File: config.mk
export PLATFORM = sky130hd
export DESIGN_NAME = div_unit
export DESIGN_NICKNAME = d
export VERILOG_FILES = /design/src/rtl/div_unit_pkg.sv /design/src/rtl/div_unit_step.sv /design/src/rtl/div_unit.sv
export SDC_FILE = /design/constraint.sdc
export NUM_CORES = 1
export LEC_CHECK = 0
export ABC_AREA = 1
export CAP_MARGIN = 30
export CORE_MARGIN = 2
export CORE_UTILIZATION = 56
export CTS_CLUSTER_SIZE = 16
export DETAILED_ROUTE_END_ITERATION = 12
export HOLD_SLACK_MARGIN = 0.15
export PLACE_DENSITY = 0.79
export SLEW_MARGIN = 0
export SYNTH_ARGS = -nofsm -noshare
export SYNTH_HDL_FRONTEND = slang
export SYNTH_SLANG_ARGS = --single-unit
export TNS_END_PERCENT = 30
File: constraint.sdc
create_clock -name clk -period 8.9 [get_ports clk]
set_input_delay 1.78 -clock clk [delete_from_list [all_inputs] [get_ports clk]]
set_output_delay 1.78 -clock clk [all_outputs]
set_load 0.1 [all_outputs]
File: src/rtl/div_unit_pkg.sv
// Shared types and decode helpers for the RV64M iterative divider.
package div_unit_pkg;

    localparam int unsigned XLEN  = 64;
    localparam int unsigned WLEN  = 32;
    localparam int unsigned CNT_W = 7;

    typedef enum logic [2:0] {
        DIV, DIVU, REM, REMU, DIVW, DIVUW, REMW, REMUW
    } divop_t;

    typedef enum logic [1:0] {
        IDLE, RUN, FIX, DONE
    } state_t;

    function automatic logic is_signed(input divop_t op);
        return (op == DIV) || (op == REM) || (op == DIVW) || (op == REMW);
    endfunction

    function automatic logic is_rem(input divop_t op);
        return (op == REM) || (op == REMU) || (op == REMW) || (op == REMUW);
    endfunction

    function automatic logic is_word(input divop_t op);
        return (op == DIVW) || (op == DIVUW) || (op == REMW) || (op == REMUW);
    endfunction

    function automatic logic [XLEN-1:0] sext_word(input logic [WLEN-1:0] v);
        return {{(XLEN-WLEN){v[WLEN-1]}}, v};
    endfunction

endpackage

File: src/rtl/div_unit_step.sv
// One restoring-division iteration: shift {rem,quo} left and trial-subtract the divisor.
module div_step
    import div_unit_pkg::*;
(
    input  logic [XLEN-1:0] i_rem,
    input  logic [XLEN-1:0] i_quo,
    input  logic [XLEN-1:0] i_divisor,
    output logic [XLEN-1:0] o_rem,
    output logic [XLEN-1:0] o_quo
);

    logic [XLEN:0] w_shift;
    logic [XLEN:0] w_diff;

    // Partial remainder is always below the divisor, so bit XLEN of the difference is the borrow.
    assign w_shift = {i_rem, i_quo[XLEN-1]};
    assign w_diff  = w_shift - {1'b0, i_divisor};
    assign o_rem   = w_diff[XLEN] ? w_shift[XLEN-1:0] : w_diff[XLEN-1:0];
    assign o_quo   = {i_quo[XLEN-2:0], ~w_diff[XLEN]};

endmodule

File: src/rtl/div_unit.sv
// RV64M divide/remainder unit: radix-2 restoring loop with early-out for divide-by-zero and overflow.
module div_unit
    import div_unit_pkg::*;
(
    input  logic            clk,
    input  logic            reset,
    input  logic            in_valid,
    output logic            in_ready,
    input  divop_t          op,
    input  logic [XLEN-1:0] a,
    input  logic [XLEN-1:0] b,
    input  logic            flush,
    output logic            out_valid,
    input  logic            out_ready,
    output logic [XLEN-1:0] c
);

    state_t             r_state;
    divop_t             r_op;
    logic               r_in_ready;
    logic               r_out_valid;
    logic [XLEN-1:0]    r_c;
    logic [CNT_W-1:0]   r_cnt;
    logic [XLEN-1:0]    r_rem;
    logic [XLEN-1:0]    r_quo;
    logic [XLEN-1:0]    r_div;
    logic               r_neg_q;
    logic               r_neg_r;

    logic               w_word;
    logic               w_sgn;
    logic [XLEN-1:0]    w_a_eff;
    logic [XLEN-1:0]    w_b_eff;
    logic [XLEN-1:0]    w_min;
    logic               w_div0;
    logic               w_ovf;
    logic [XLEN-1:0]    w_spec_sel;
    logic [XLEN-1:0]    w_spec_res;
    logic               w_sa;
    logic               w_sb;
    logic [XLEN-1:0]    w_mag_a;
    logic [XLEN-1:0]    w_mag_b;
    logic [XLEN-1:0]    w_nrem;
    logic [XLEN-1:0]    w_nquo;
    logic [XLEN-1:0]    w_q_fix;
    logic [XLEN-1:0]    w_r_fix;
    logic [XLEN-1:0]    w_fix_sel;
    logic [XLEN-1:0]    w_fix_res;

    // Acceptance-time decode: effective operands, special cases and magnitudes.
    assign w_word  = is_word(op);
    assign w_sgn   = is_signed(op);
    assign w_a_eff = !w_word ? a : (w_sgn ? sext_word(a[WLEN-1:0]) : {{(XLEN-WLEN){1'b0}}, a[WLEN-1:0]});
    assign w_b_eff = !w_word ? b : (w_sgn ? sext_word(b[WLEN-1:0]) : {{(XLEN-WLEN){1'b0}}, b[WLEN-1:0]});
    assign w_min   = w_word ? {{(XLEN-WLEN+1){1'b1}}, {(WLEN-1){1'b0}}} : {1'b1, {(XLEN-1){1'b0}}};
    assign w_div0  = (w_b_eff == '0);
    assign w_ovf   = w_sgn && (w_a_eff == w_min) && (&w_b_eff);

    assign w_spec_sel = is_rem(op) ? (w_div0 ? w_a_eff : '0) : (w_div0 ? '1 : w_a_eff);
    assign w_spec_res = w_word ? sext_word(w_spec_sel[WLEN-1:0]) : w_spec_sel;

    assign w_sa    = w_sgn & w_a_eff[XLEN-1];
    assign w_sb    = w_sgn & w_b_eff[XLEN-1];
    assign w_mag_a = w_sa ? -w_a_eff : w_a_eff;
    assign w_mag_b = w_sb ? -w_b_eff : w_b_eff;

    div_step u_step (
        .i_rem     (r_rem),
        .i_quo     (r_quo),
        .i_divisor (r_div),
        .o_rem     (w_nrem),
        .o_quo     (w_nquo)
    );

    // Sign fix-up and result selection for the normal path.
    assign w_q_fix   = r_neg_q ? -r_quo : r_quo;
    assign w_r_fix   = r_neg_r ? -r_rem : r_rem;
    assign w_fix_sel = is_rem(r_op) ? w_r_fix : w_q_fix;
    assign w_fix_res = is_word(r_op) ? sext_word(w_fix_sel[WLEN-1:0]) : w_fix_sel;

    always_ff @(posedge clk or posedge reset) begin
        if (reset) begin
            r_state     <= IDLE;
            r_op        <= DIV;
            r_in_ready  <= 1'b1;
            r_out_valid <= 1'b0;
            r_c         <= '0;
            r_cnt       <= '0;
            r_rem       <= '0;
            r_quo       <= '0;
            r_div       <= '0;
            r_neg_q     <= 1'b0;
            r_neg_r     <= 1'b0;
        end else if (flush) begin
            r_state     <= IDLE;
            r_in_ready  <= 1'b1;
            r_out_valid <= 1'b0;
        end else begin
            case (r_state)
                IDLE: begin
                    if (in_valid) begin
                        r_op       <= op;
                        r_in_ready <= 1'b0;
                        if (w_div0 || w_ovf) begin
                            r_c         <= w_spec_res;
                            r_out_valid <= 1'b1;
                            r_state     <= DONE;
                        end else begin
                            // Word dividends start in the upper half so 32 shifts consume them.
                            r_rem   <= '0;
                            r_quo   <= w_word ? {w_mag_a[WLEN-1:0], {WLEN{1'b0}}} : w_mag_a;
                            r_div   <= w_mag_b;
                            r_neg_q <= w_sa ^ w_sb;
                            r_neg_r <= w_sa;
                            r_cnt   <= w_word ? CNT_W'(WLEN) : CNT_W'(XLEN);
                            r_state <= RUN;
                        end
                    end
                end
                RUN: begin
                    r_rem <= w_nrem;
                    r_quo <= w_nquo;
                    r_cnt <= r_cnt - CNT_W'(1);
                    if (r_cnt == CNT_W'(1)) begin
                        r_state <= FIX;
                    end
                end
                FIX: begin
                    r_c         <= w_fix_res;
                    r_out_valid <= 1'b1;
                    r_state     <= DONE;
                end
                DONE: begin
                    if (out_ready) begin
                        r_out_valid <= 1'b0;
                        r_in_ready  <= 1'b1;
                        r_state     <= IDLE;
                    end
                end
                default: r_state <= IDLE;
            endcase
        end
    end

    assign in_ready  = r_in_ready;
    assign out_valid = r_out_valid;
    assign c         = r_c;

endmodule
# --- Word level (Yosys, flattened, before mapping) ---
# Index checks and enable logic that the tools add are counted.
op_classes:
  reduce_logical: 33
  addsub: 6
  bitwise: 6
  muxes: 45
  eq_ne: 24
op_table:
  columns: ["cell", "count"]
  rows:
  - ["2-to-1 mux 64 bit", 22]
  - ["case mux 64 bit (2 select lines)", 3]
  - ["negator 64 bit", 4]
  - ["subtractor 65 x 64 -> 65 bit", 1]
  - ["== test 64 bit", 1]
  - ["logical NOT 64 bit", 1]
  - ["AND reduction 64 bit", 1]
  - ["2-to-1 mux 63 bit", 1]
  - ["== test 3 bit (second input constant)", 8]
  - ["2-to-1 mux 7 bit", 3]
  - ["logical OR 1 bit", 16]
  - ["AND reduction 4 bit", 4]
  - ["case mux 7 bit (2 select lines)", 1]
  - ["== test 3 x 2 -> 1 bit (second input constant)", 4]
  - ["inequality test 3 bit (second input constant)", 4]
  - ["2-to-1 mux 2 bit", 5]
  - ["AND reduction 3 bit", 3]
  - ["case mux 2 bit (4 select lines)", 1]
  - ["== test 7 x 1 -> 1 bit (second input constant)", 1]
  - ["2-to-1 mux 1 bit", 7]
  - ["subtractor 7 x 1 -> 7 bit (second input constant)", 1]
  - ["inequality test 2 bit (second input constant)", 3]
  - ["== test 2 bit (second input constant)", 2]
  - ["nonzero test 2 bit", 2]
  - ["11 further kinds", 15]
totals:
  in_bits: 136
  elab_cells: 125
  ff_bits: 272
  out_inout_bits: 66

# --- Logic depth before layout (Yosys ltp) ---
depth:
  word_depth: 14
  mapped_depth: 21
  ltp_nobuf: 20

# --- Modules after synthesis ---
# From an unflattened synthesis, not the netlist that was laid out.
hier_totals:
  cells_unflattened: 5667
  hier_area_um2: 31093.6
modules_own_cells:
  columns: ["module", "area_per_inst_um2", "seq_area_each_um2", "n_inst", "cells_per_inst"]
  rows:
  - ["div_unit", 23364.9, 6782.8, 1, 3990]
  - ["div_step", 7728.7, 0.0, 1, 1677]

# --- Worst setup path after synthesis ---
# No wires, ideal clock.
synth_timing:
  path_type: "input port to flip-flop"
  from: "input b[0]"
  to: "register r_c[11], in the netlist c[11]"
  stages: 15
  t_arrival_ns: 3.610
  required_time_ns: 8.780
  path_buffers: 2
  setup_time_ns: 0.120
  slack_ns: 5.170
  path_cell_list: "inv_1 > ha_1 > nand3_1 > nor2_1 > nand3_1 > nor2_1 > nand3_1 > nor2_4 > nand3_2 > nand3_2 > nand2_2 > buf_2 > buf_2 > nand2_1 > nand2_1"
synth_between:
  elab_chain_len: 9
  word_cells_on_any_way: 15
  cone_classes: "1 x eq/ne; 9 x mux; 5 x reduce/logical"
synth_rtl:
  columns: ["element", "line", "source"]
  rows:
  - ["start, declared", "div_unit.sv:11", "input logic [XLEN-1:0] b,"]
  - ["2-to-1 mux 64 bit", "div_unit.sv:54", "assign w_b_eff = !w_word ? b : (w_sgn ? sext_word(b[WLEN-1:0]) : {{(XLEN-WLEN){1'b0}}, b[WLEN-1:0]});"]
  - ["2-to-1 mux 64 bit *", "div_unit.sv:54", null]
  - ["logical NOT 64 bit", "div_unit.sv:56", "assign w_div0 = (w_b_eff == '0);"]
  - ["2-to-1 mux 64 bit (2 in series)", "div_unit.sv:59", "assign w_spec_sel = is_rem(op) ? (w_div0 ? w_a_eff : '0) : (w_div0 ? '1 : w_a_eff);"]
  - ["2-to-1 mux 64 bit", "div_unit.sv:60", "assign w_spec_res = w_word ? sext_word(w_spec_sel[WLEN-1:0]) : w_spec_sel;"]
  - ["2-to-1 mux 64 bit", "div_unit.sv:104", "if (w_div0 || w_ovf) begin"]
  - ["2-to-1 mux 64 bit", "div_unit.sv:101", "if (in_valid) begin"]
  - ["case mux 64 bit (2 select lines)", "div_unit.sv:99", "case (r_state)"]
  - ["end signal, assigned", "div_unit.sv:105", "r_c <= w_spec_res;"]
  - ["end signal, assigned", "div_unit.sv:129", "r_c <= w_fix_res;"]
  - ["end, declared", "div_unit.sv:22", "logic [XLEN-1:0] r_c;"]
# Every way passes the cells marked *; elsewhere a longest branch is shown, timed or not. The select of a mux whose other input is x is not followed.
# A chain may end at the register's enable or synchronous reset.

# --- Worst setup path after layout ---
layout_timing:
  from: "input op[0]"
  to: "register r_div[31]"
layout_between:
  elab_chain_len: 12
  word_cells_on_any_way: 28
  cone_classes: "1 x add/sub; 6 x eq/ne; 6 x mux; 2 x bitwise; 13 x reduce/logical"
layout_rtl:
  columns: ["element", "line", "source"]
  rows:
  - ["start, declared", "div_unit.sv:9", "input divop_t op,"]
  - ["parallel branches: the longest is 12 deep, another holds negator 64 bit", null, null]
  - ["end signal, assigned", "div_unit.sv:112", "r_div <= w_mag_b;"]
  - ["end, declared", "div_unit.sv:26", "logic [XLEN-1:0] r_div;"]
# Several ways; the timed one is not identified.

==> summary.md <==
| Metric | Value |
|---|---|
| CP Capture Type | `flop` |
| Die Span Y | `236 um` |
| Drc violations | `0` |
| Initial antenna violation count | `6` |
| Cells after synthesis | `5,517` |
| Core region area | `0.0535 mm^2` |
| CTS Buf Count | `30` |
| Leakage | `0.0181 uW` |
| I/O Buffers | `201` |
| Synth async-reset ratio | `100%` |
| Slew headroom | `29.9%` |
| GRT Overall Usage | `45.3%` |
| Global route overflow | `0` |
| Post-CTS Setup Inserts | `0` |
| Via count | `37,600` |
| Final instance area | `0.0334 mm^2` |
| Area leader, netlist | `nand2_1` |
| Max rail drop VDD | `0.000286 V` |
| Final ANT Viol Nets | `0` |
| Final Hold Vio Count | `0` |
| Data required time of the critical path | `9.34 ns` |
| Number of global-route vias before repair | `33,000` |
| TNS Setup | `0 ns` |
| Clk sinks | `271` |
| PwrDens | `384 mW/mm^2` |
| Yosys warns | `0` |
| Sequential fraction of the synthesis area | `22.5%` |
| Pin count of the biggest net entering global routing | `166` |
| Netlist cell types | `51` |
| WL final | `130 mm` |
| Initial Utilization | `56.4%` |
| DR iter-0 viols | `5,636` |
| Final Slew Violations | `0` |
| Nets | `5,793` |
| Rows | `85` |
| Clk root buf | `clkbuf_16` |
| Vias per inst | `5.97` |
| Critical Setup Path Class | `in2reg` |
| Layout cells sized above 1 | `2.14%` |
| Cell with the most instances after synthesis | `nand2_1` |
| Resized Gates After CTS | `0` |
| Fillers | `5,459` |
| Unrepaired setup endpoints after global routing | `false` |
| Top-level I/O count | `202` |
| Final Skew | `0.0341 ns` |
| Die ar. | `0.0557 mm^2` |
| GPL Wtd Cong | `1.06` |
| CTS tree | `done` |
| Register area | `0.00679 mm^2` |
| Synth area leaders | `nand2_1, dfrtp_1, nand3_1` |
| Worst slew pin tran | `1.05 ns` |
| Clock Pin Slew Worst Setup and Hold Paths | `0.06 ns` |
| Htree depth | `1` |
| Finish-stage setup viols | `0` |
| Register bit count reported by yosys | `271` |
| Crit start category | `input pin` |
| Fmax | `180 MHz` |
| Crit-path max FO | `71` |
| Synth top area share | `28.2%` |
| Arrival time at the worst endpoint | `6.00 ns` |
| Outcome | `finished, final reports clean` |
| Drt first pass iters | `6` |
| Die X-Extent | `236 um` |
| Clock Path Buffers | `3` |
| Area of the multi-input gates | `0.0199 mm^2` |
| Synth top cells by count | `nand2_1, inv_1, nor2_1` |
| Ys flop type | `dfrtp_1` |
| Clk Latency, worst-skew pair | `0.60 ns` |
| Number of synthesized flops with an enable pin | `0` |
| Syn Nets | `5,729` |
| Syn Area/Cell | `5.47 um^2` |
| Placed cell area | `0.0324 mm^2` |
| Cell area after synthesis | `0.0302 mm^2` |
| Hold Path Class | `reg2reg` |
| Drt wl/cell | `20.6 um` |
| Layout area overhead | `10.6%` |
| Tmin final | `5.56 ns` |
| Post-CTS Hold Buffers | `0` |
| Detailed Place HPWL | `103 mm` |
| First-pass GRT wire length | `195 mm` |
| Max Cap Viol | `0` |
| Tcrit/Tclk final | `62.5%` |
[report_power, final]
part	internal [uW]	leakage [uW]	switching, uW
sequential	1730	0.00352	678
combinational	2490	0.0141	6640
clock	737	0.000475	530
[layer usage]
metal | track usage, % | vias to the layer above | routed length, um | part of all wire (%)
met5 | 0 | - | 35 | 0.027
met4 | 18.6 | 6 | 6620 | 5.1
met3 | 14.8 | 358 | 20400 | 16
met2 | 62.9 | 2666 | 50300 | 39
met1 | 64.0 | 17000 | 52300 | 40
li1 | - | 17600 | - | -
[sequential cells by signal (all words and copies together), names as in the netlist, 2 cells and up]
register,cells
r_cnt,7
r_op,2
r_quo,64
r_rem,64
r_state,2
r_div,64
c,64
[kinds of logic after synthesis]
| group | share of synthesized area, % |
|---|---|
| and+or+nand+nor | 49.3 |
| buffers and inverters | 11.5 |
| AOI/OAI and AO/OA | 10.0 |
| DFF | 22.5 |
| xor gates and xnor gates | 3.46 |
| adders and majority gates | 3.18 |
[placed cells by master, fill, tap and decap left out, types with 4 or more instances in the layout]
cell,netlist,layout
a21boi_0,8,8
nand4_1,142,142
nor3_2,4,4
nor4_1,6,6
xor2_1,85,85
clkbuf_1,105,8
nand3b_1,27,27
buf_4,16,31
o31ai_1,5,5
clkdlybuf4s50_1,0,199
inv_1,652,649
clkbuf_8,0,6
nor2_1,588,585
nor2_4,2,4
a21oi_1,165,165
xnor2_1,34,34
and3_1,4,4
o21ai_0,248,248
a22oi_1,25,25
nand3_1,503,503
inv_2,4,6
nor3_1,47,47
o211ai_1,6,6
o22ai_1,14,14
nor2_2,3,4
clkbuf_16,0,31
or2_2,4,4
nand2_1,2269,2269
dfrtp_1,270,267
o21ai_1,89,89
ha_1,75,73
nand3_2,4,4
[layout make-up]
type	instances	area share, %
Antenna cell	3	0.0225
Clock buffer	45	2.66
Timing Repair Buffer	236	6.98
Multi-Input combinational cell	4383	59.7
Tap cell	696	2.61
Clock inverter	5	0.236
Sequential cell	271	20.3
Inverter	659	7.43
[final timing paths]
check / from / end / slack [ns] / depth (start not counted)
worst max register to register: r_quo[63] / r_rem[34] / 5.11 / 22
max in group asynchronous: reset / r_neg_q / 5.62 / 4
worst min register to register: c[45] / c[45] / 0.48 / 2
worst max-delay path: op[0] / r_div[31] / 3.34 / 17
worst min-delay path: c[45] / c[45] / 0.48 / 2
min in group asynchronous: reset / c[42] / 1.76 / 3
[stage by stage]
step | total power (uW) | instances | util (%) | worst slack [ns] | hold slack, ns
6_report | 12800 | 6298 | 62.4 | 3.34 | 0.481
5_1_grt | 13700 | 6297 | 62.4 | 2.99 | 0.499
4_1_cts | 12400 | 6295 | 62.4 | 3.43 | 0.483
3_5_place_dp | 11100 | 6245 | 60.6 | 2.88 | 0.468
3_3_place_gp | 11000 | 6243 | 60.5 | 3.00 | 0.456
2_1_floorplan | 8490 | 5517 | - | 3.54 | 0.442
[critical path, stage by stage]
cell and delay (ns):
clkdlybuf4s50_1 0.59, inv_2 0.19, nand3_4 0.49, nand2_1 0.34, inv_2 0.06, nand2_1 0.06, nor2_1 0.06, nand2_1 0.14
nor2_4 0.07, nand3_2 0.06, buf_4 0.47, nand3_2 0.23, nor2_4 0.28, nand2_4 0.41, buf_4 0.46, nand2_1 0.12
o21ai_1 0.08
Power figures use the tool's default switching activity.
